===== config.mk =====
export PLATFORM = sky130hd
export DESIGN_NAME = conv_monitor
export DESIGN_NICKNAME = d
export VERILOG_FILES = /design/src/rtl/conv_monitor.sv
export SDC_FILE = /design/constraint.sdc
export NUM_CORES = 1
export LEC_CHECK = 0
export CORE_MARGIN = 2
export CORE_UTILIZATION = 25
export CTS_CLUSTER_SIZE = 25
export DETAILED_ROUTE_END_ITERATION = 8
export GPL_TIMING_DRIVEN = 0
export HOLD_SLACK_MARGIN = 0.03
export PLACE_DENSITY = 0.53
export SLEW_MARGIN = 30
export SYNTH_ARGS = -nofsm -noshare
export SYNTH_HDL_FRONTEND = slang
export SYNTH_SLANG_ARGS = --single-unit

===== constraint.sdc =====
create_clock -name clk -period 4.9 [get_ports clk]
set_input_delay 0.735 -clock clk [delete_from_list [all_inputs] [get_ports clk]]
set_output_delay 0.735 -clock clk [all_outputs]
set_load 0.01 [all_outputs]

===== src/rtl/conv_monitor.sv =====
// Convergence monitor for the 4D gradient-descent update stage: recovers |prev - next| per beat,
// tracks the per-iteration maximum and stops on convergence or timeout. Optional: CONV_MONITOR_SAT_FLAG_EN.
module conv_monitor #(
  parameter int NUM_DIMS     = 4,
  parameter int STABLE_ITERS = 3,
  parameter int MAX_ITERS    = 1024,
  parameter int CNT_W        = 16
) (
  input  logic             clk,
  input  logic             rst_n,
  input  logic             start,
  input  logic [15:0]      threshold,
  input  logic             in_valid,
  output logic             in_ready,
  input  logic [15:0]      x_prev,
  input  logic [15:0]      x_next,
  output logic             done,
  output logic             converged,
  output logic             timeout,
  output logic [15:0]      max_step,
  output logic [CNT_W-1:0] iter_count
`ifdef CONV_MONITOR_SAT_FLAG_EN
  ,
  output logic             step_sat
`endif
);

  localparam int BEAT_W = (NUM_DIMS > 1) ? $clog2(NUM_DIMS) : 1;
  localparam int STB_W  = $clog2(STABLE_ITERS + 1);
  localparam logic [BEAT_W-1:0] LAST_BEAT  = BEAT_W'(NUM_DIMS - 1);
  localparam logic [STB_W-1:0]  STABLE_LIM = STB_W'(STABLE_ITERS);
  localparam logic [CNT_W-1:0]  ITER_LIM   = CNT_W'(MAX_ITERS);

  typedef enum logic [1:0] {IDLE, RUN, DONE} state_t;

  state_t state_q, state_d;

  logic [BEAT_W-1:0]   beat_cnt;
  logic [STB_W-1:0]    stable_cnt;
  logic [15:0]         thr_q;
  logic [15:0]         run_max;
  logic signed [16:0]  diff;
  logic [16:0]         step_mag;
  logic [15:0]         step_cap;
  logic [15:0]         iter_max;
  logic                xfer, iter_end, sub_thr, conv_hit, to_hit;

  function automatic logic [16:0] abs17(input logic signed [16:0] v);
    abs17 = v[16] ? $unsigned(-v) : $unsigned(v);
  endfunction

  // The upstream update stage can only apply Q8.8 steps up to 0x7FFF.
  function automatic logic [15:0] cap_step(input logic [16:0] mag);
    cap_step = (mag > 17'h07FFF) ? 16'h7FFF : mag[15:0];
  endfunction

  assign diff     = $signed({x_prev[15], x_prev}) - $signed({x_next[15], x_next});
  assign step_mag = abs17(diff);
  assign step_cap = cap_step(step_mag);
  assign iter_max = (beat_cnt == '0 || step_cap > run_max) ? step_cap : run_max;
  assign xfer     = in_valid && in_ready && !start;
  assign iter_end = xfer && (beat_cnt == LAST_BEAT);
  assign sub_thr  = iter_max < thr_q;
  assign conv_hit = iter_end && sub_thr && (stable_cnt + STB_W'(1) == STABLE_LIM);
  assign to_hit   = iter_end && (iter_count + CNT_W'(1) == ITER_LIM) && !conv_hit;

  always_ff @(posedge clk or negedge rst_n) begin
    if (!rst_n) state_q <= IDLE;
    else        state_q <= state_d;
  end

  always_comb begin
    state_d = state_q;
    if (start)                                      state_d = RUN;
    else if (state_q == RUN && (conv_hit || to_hit)) state_d = DONE;
  end

  always_comb begin
    in_ready = (state_q == RUN);
  end

  always_ff @(posedge clk or negedge rst_n) begin
    if (!rst_n) begin
      beat_cnt   <= '0;
      stable_cnt <= '0;
      iter_count <= '0;
      max_step   <= '0;
      done       <= 1'b0;
      converged  <= 1'b0;
      timeout    <= 1'b0;
    end else if (start) begin
      beat_cnt   <= '0;
      stable_cnt <= '0;
      iter_count <= '0;
      max_step   <= '0;
      done       <= 1'b0;
      converged  <= 1'b0;
      timeout    <= 1'b0;
    end else if (xfer) begin
      beat_cnt <= iter_end ? '0 : beat_cnt + BEAT_W'(1);
      if (iter_end) begin
        max_step   <= iter_max;
        iter_count <= iter_count + CNT_W'(1);
        stable_cnt <= sub_thr ? stable_cnt + STB_W'(1) : '0;
        converged  <= conv_hit;
        timeout    <= to_hit;
        done       <= conv_hit || to_hit;
      end
    end
  end

  // Datapath registers carry no reset; start and the first beat of each iteration reload them.
  always_ff @(posedge clk) begin
    if (start) thr_q <= threshold;
    if (xfer)  run_max <= iter_max;
  end

`ifdef CONV_MONITOR_SAT_FLAG_EN
  always_ff @(posedge clk or negedge rst_n) begin
    if (!rst_n)                          step_sat <= 1'b0;
    else if (start)                      step_sat <= 1'b0;
    else if (xfer && step_mag > 17'h07FFF) step_sat <= 1'b1;
  end
`endif

endmodule

==> impl_summary.md <==
Route
The number of remaining DRC errors is 0. Detailed routing inserted a total of 5196 vias. The detailed-route vias per instance is 4.807.

The count of nets left with antenna violations once routing finished came out at 0. After detailed routing, the average wire length per cell comes to 15.65 um. In this run, the number of DRC markers left after iteration 0 of detailed routing was 199. The number of optimization iterations in the first detailed-route pass is 4. For this block, the routed nets add up to 16920 um of wire.

Layout
The top cell types in the final layout, fill and taps aside, are sky130_fd_sc_hd__nor2_1, sky130_fd_sc_hd__clkdlybuf4s50_1, sky130_fd_sc_hd__buf_4. The number of antenna diodes in the final layout is 0. Leaving out fill and tap cells, the most frequent cell in the layout is sky130_fd_sc_hd__nor2_1.

In the final layout, the share of cells above drive strength 1 is 0.3408. Summing all non-filler instances in the final layout gives an area of 8936 um^2. From synthesis to final layout, the design area changed by 62.43%. For this run, the post-layout net count is 902.

Worst setup path
The endpoint of the most critical register-to-register path is state_q[0]$_DFFE_PN0P_. The worst setup path is captured at a register. The worst setup path is of the primary input to register kind.

STA puts the critical path data required time at 5.09 ns. The buffers plus inverters on the worst setup path is 5. Measured in cells, the most critical reg-to-reg path has a length of 19.

The critical-path cell with the highest stage delay is sky130_fd_sc_hd__o211ai_1. Of all nets on the critical path, the largest fanout is 5. The source of the worst register-to-register timing path is run_max[8]$_DFFE_PP_. Data arrives at the worst endpoint at 6.66 ns.

On the critical path the largest part of the delay comes from compound AO/OA/AOI/OAI gates. The register-to-register setup slack is 1.00 ns. The critical path startpoint category is a primary input. The delay of the slowest cell on the worst path is 0.34 ns. The start point of the critical path is x_next[3].

Synth
Of the total synthesized cell area, the portion taken by XOR and XNOR cells is 0.06027. The fraction of the yosys area taken by sequential cells is 0.3612. The number of synthesized flops with an enable pin is 32. The synthesized netlist net count is 721. The area fraction in and, or, nand and nor cells after synthesis is 0.1840. Counting flops and latches in the post-synthesis netlist gives 73. The fraction of registers with async set or reset after synthesis is 0.5616.

The count of unique library cells instantiated by Yosys is 67. Summing every instance area after synthesis gives 5502 um^2. For this run, the number of Yosys warnings is 0. Among all flip-flop cells after synthesis, the most frequent one is sky130_fd_sc_hd__dfrtp_1. The multiplexer share of the synthesized area is 0.01001. Of the total synthesized cell area, the portion taken by full adders, half adders and majority gates is 0.1242. The synthesized instance count is 615.

After synthesis, the largest family of logic cells by area is compound AO/OA/AOI/OAI gates. The synthesized area divided by synthesized cell count is 8.946 um^2. The share of the synthesized area in compound gates (AO/OA/AOI/OAI) is 0.2022.

Clock network
At the later pin of the worst-skew pair, clock insertion delay measures 0.34 ns. The total clock sinks is 73. The CTS buffer count is 9. The clock tree from TritonCTS is built. The clock edge transition at the registers on the reported setup and hold paths is 0.06 ns. The clock passes through at most 2 buffers.

The depth of the CTS H-tree is 3. In this run, post-CTS hold repair placed 0 buffers. In this run the clock root is driven by a sky130_fd_sc_hd__clkbuf_16.

Timing
Headroom to the max-slew limit came out at 0.4608. The highest achievable clock rate is 154.5 MHz. Setup repair after global routing could not meet its margin everywhere. The total of endpoints with negative setup slack in the final report is 33. The final clock period utilization by the worst path is 1.321. The setup slack after layout is -1.574 ns. For the final database, setup skew stands at 0.009863 ns. The max-slew violation total from the final report is 0. The hold violation count in the final report is 0.

The time the final worst path needs with I/O delays and setup is 6.474 ns. The worst hold margin is 0.3917 ns. At the pin with the least slew margin, the transition time is 0.8063 ns.

Floorplanning
The placeable core region is 21690 um^2. Measured along the x axis, the die boundary spans 152.3 um. The floorplan has 54 rows. The total I/O pin count is 88. For this configuration, the core starts out at a cell density of 0.2537. The die outline area is 23210 um^2.

The die is 152.3 um tall.

Power
Power spread over the standard cell area amounts to 301.6 nW/um^2. The switching fraction of total power is 0.3468. The leakage power is 3.709 nW.

The share of total power in sequential cells is 0.259. Of the total power, the clock network draws 0.263. Cell internal power was estimated by the tool at 1.761 mW. The worst-case IR drop observed on VDD is 0.0001739 V. The net switching component of the power is 0.9346 mW.

The share of total power dissipated in combinational logic is 0.479.

Outcome
The final reports fail on setup timing. The run finished, with violations left.

Global routing
The number of global-route vias before repair was 5291. After global routing the overflow that remains totals 0. The number of antenna violations at the first check in global routing was 0. Across every metal layer, demand over resource in global routing totals 0.1443.

Entering global routing, the biggest net connects 42 pins. The global-route wire length before repair is 27360 um.

Placed design
The cell area after placement is 6913 um^2. The estimated wirelength of the detail-placed design is 11330 um. The final weighted congestion of routability-driven global placement is 0.8168. Port buffering added 87 buffers.

Flow run
Across the run, the number of max-cap violations was 0.

Hold path
In this run the worst hold path is classified as primary input to async pin.
-- cells in the mapped netlist, types with 3 or more instances --
library cell               count  area [um^2]
sky130_fd_sc_hd__a211o_1       6        52.55
sky130_fd_sc_hd__a211oi_1      6        45.04
sky130_fd_sc_hd__a211oi_2     11        137.6
sky130_fd_sc_hd__a21o_1       17        127.6
sky130_fd_sc_hd__a21oi_1      56        280.3
sky130_fd_sc_hd__a311o_1       3        30.03
sky130_fd_sc_hd__a31oi_1       8        50.05
sky130_fd_sc_hd__and2_1        7        43.79
sky130_fd_sc_hd__and3_1       11        68.82
sky130_fd_sc_hd__buf_2         4        20.02
sky130_fd_sc_hd__clkbuf_1     11        41.29
sky130_fd_sc_hd__dfrtp_1      41         1026
sky130_fd_sc_hd__edfxtp_1     32        960.9
sky130_fd_sc_hd__ha_1         53        663.1
sky130_fd_sc_hd__inv_1        62        232.7
sky130_fd_sc_hd__mux2i_1       3        30.03
sky130_fd_sc_hd__nand2_1      44        165.2
sky130_fd_sc_hd__nand3_1      17        85.08
sky130_fd_sc_hd__nand4_1      14        87.58
sky130_fd_sc_hd__nor2_1       71        266.5
sky130_fd_sc_hd__nor2b_1       5        31.28
sky130_fd_sc_hd__nor3_1       11        55.05
sky130_fd_sc_hd__nor3b_1       3        22.52
sky130_fd_sc_hd__nor4_1        7        43.79
sky130_fd_sc_hd__o211ai_1      6        45.04
sky130_fd_sc_hd__o21a_1        5        37.54
sky130_fd_sc_hd__o21ai_0      16        80.08
sky130_fd_sc_hd__o21ai_1       4        20.02
sky130_fd_sc_hd__o31ai_1       3        22.52
sky130_fd_sc_hd__or3_1         4        25.02
sky130_fd_sc_hd__xnor2_1      16        140.1
sky130_fd_sc_hd__xor2_1       20        175.2
-- worst register-to-register path, cell delays in order, from the launching register on --
cell and delay, ns:
sky130_fd_sc_hd__edfxtp_1 0.39, sky130_fd_sc_hd__inv_1 0.09, sky130_fd_sc_hd__ha_1 0.29, sky130_fd_sc_hd__nand4_1 0.08
sky130_fd_sc_hd__or2_4 0.27, sky130_fd_sc_hd__nor4_4 0.31, sky130_fd_sc_hd__a21oi_4 0.10, sky130_fd_sc_hd__and3_4 0.21
sky130_fd_sc_hd__buf_12 0.15, sky130_fd_sc_hd__a21oi_4 0.21, sky130_fd_sc_hd__ha_4 0.24, sky130_fd_sc_hd__a21o_1 0.18
sky130_fd_sc_hd__a21oi_2 0.14, sky130_fd_sc_hd__nor2_2 0.07, sky130_fd_sc_hd__nor4bb_4 0.30, sky130_fd_sc_hd__a21oi_2 0.10
sky130_fd_sc_hd__o21ai_1 0.12, sky130_fd_sc_hd__inv_1 0.11, sky130_fd_sc_hd__a211oi_4 0.32, sky130_fd_sc_hd__nor3_1 0.08
-- how the worst max path moves through the flow --
stage,to,cells after the start
global route,state_q[0]$_DFFE_PN0P_,33
detailed placement,state_q[0]$_DFFE_PN0P_,34
global placement,state_q[0]$_DFFE_PN0P_,34
finish,state_q[0]$_DFFE_PN0P_,33
floorplan,state_q[0]$_DFFE_PN0P_,32
CTS,state_q[0]$_DFFE_PN0P_,34
-- cell type report --
cell class	count	area, um^2
plain buffers	17	148.9
clock inverters	7	85.08
fillers	2120	12750
inverters	62	240.2
flip-flops and latches	73	1987
repair buffers	171	1632
multi-input cells	462	4268
clock buffers	9	225.2
well taps	280	350.3
-- logic make-up after synthesis --
family,after synthesis
and+or+nand+nor,207
AOI/OAI and AO/OA,158
buffers and inverters,80
DFF,73
adders and majority gates,54
xor gates and xnor gates,37
muxes,5
other,1
-- power groups by stage --
stage / logic [mW] / clock network, mW / registers [mW]
after global placement: 0.742 / 0 / 0.708
after global routing: 1.40 / 0.741 / 0.701
after CTS: 1.15 / 0.718 / 0.696
final: 1.29 / 0.707 / 0.697
after detailed placement: 0.748 / 0 / 0.708
after floorplan: 0.533 / 0 / 0.706
-- flip-flops by register name, indices dropped and copies added, names as in the netlist --
signal	cells
done	1
state_q	2
iter_count	16
stable_cnt	2
timeout	1
converged	1
thr_q	16
max_step	16
run_max	16
beat_cnt	2
-- metrics by stage --
step                instances  power, mW  utilization  setup TNS, ns  setup WS (ns)
global route             1081      2.841       0.4120         -24.70         -1.830
finish                   1081      2.695       0.4120         -18.43         -1.574
global placement          982      1.450       0.3182         -56.01         -3.028
CTS                      1066      2.562       0.3935         -20.22         -1.693
floorplan                 615      1.239            -         -8.456         -1.278
detailed placement        983      1.456       0.3187         -57.74         -3.074
-- routing by layer --
metal  track usage  vias up  share of wire
li1              -     2570              -
met1        0.1867     2541           0.47
met2        0.2531       71           0.49
met3       0.02218       14          0.028
met4       0.03427        0          0.013
met5             0        -              0
-- what timing repair did --
action,in CTS,in global routing
gates resized for setup,183,67
cloned,3,0
endpoints found under the setup margin,39,39
setup buffers,64,22
pin swaps,86,57
(Power assumes the default switching activity.)
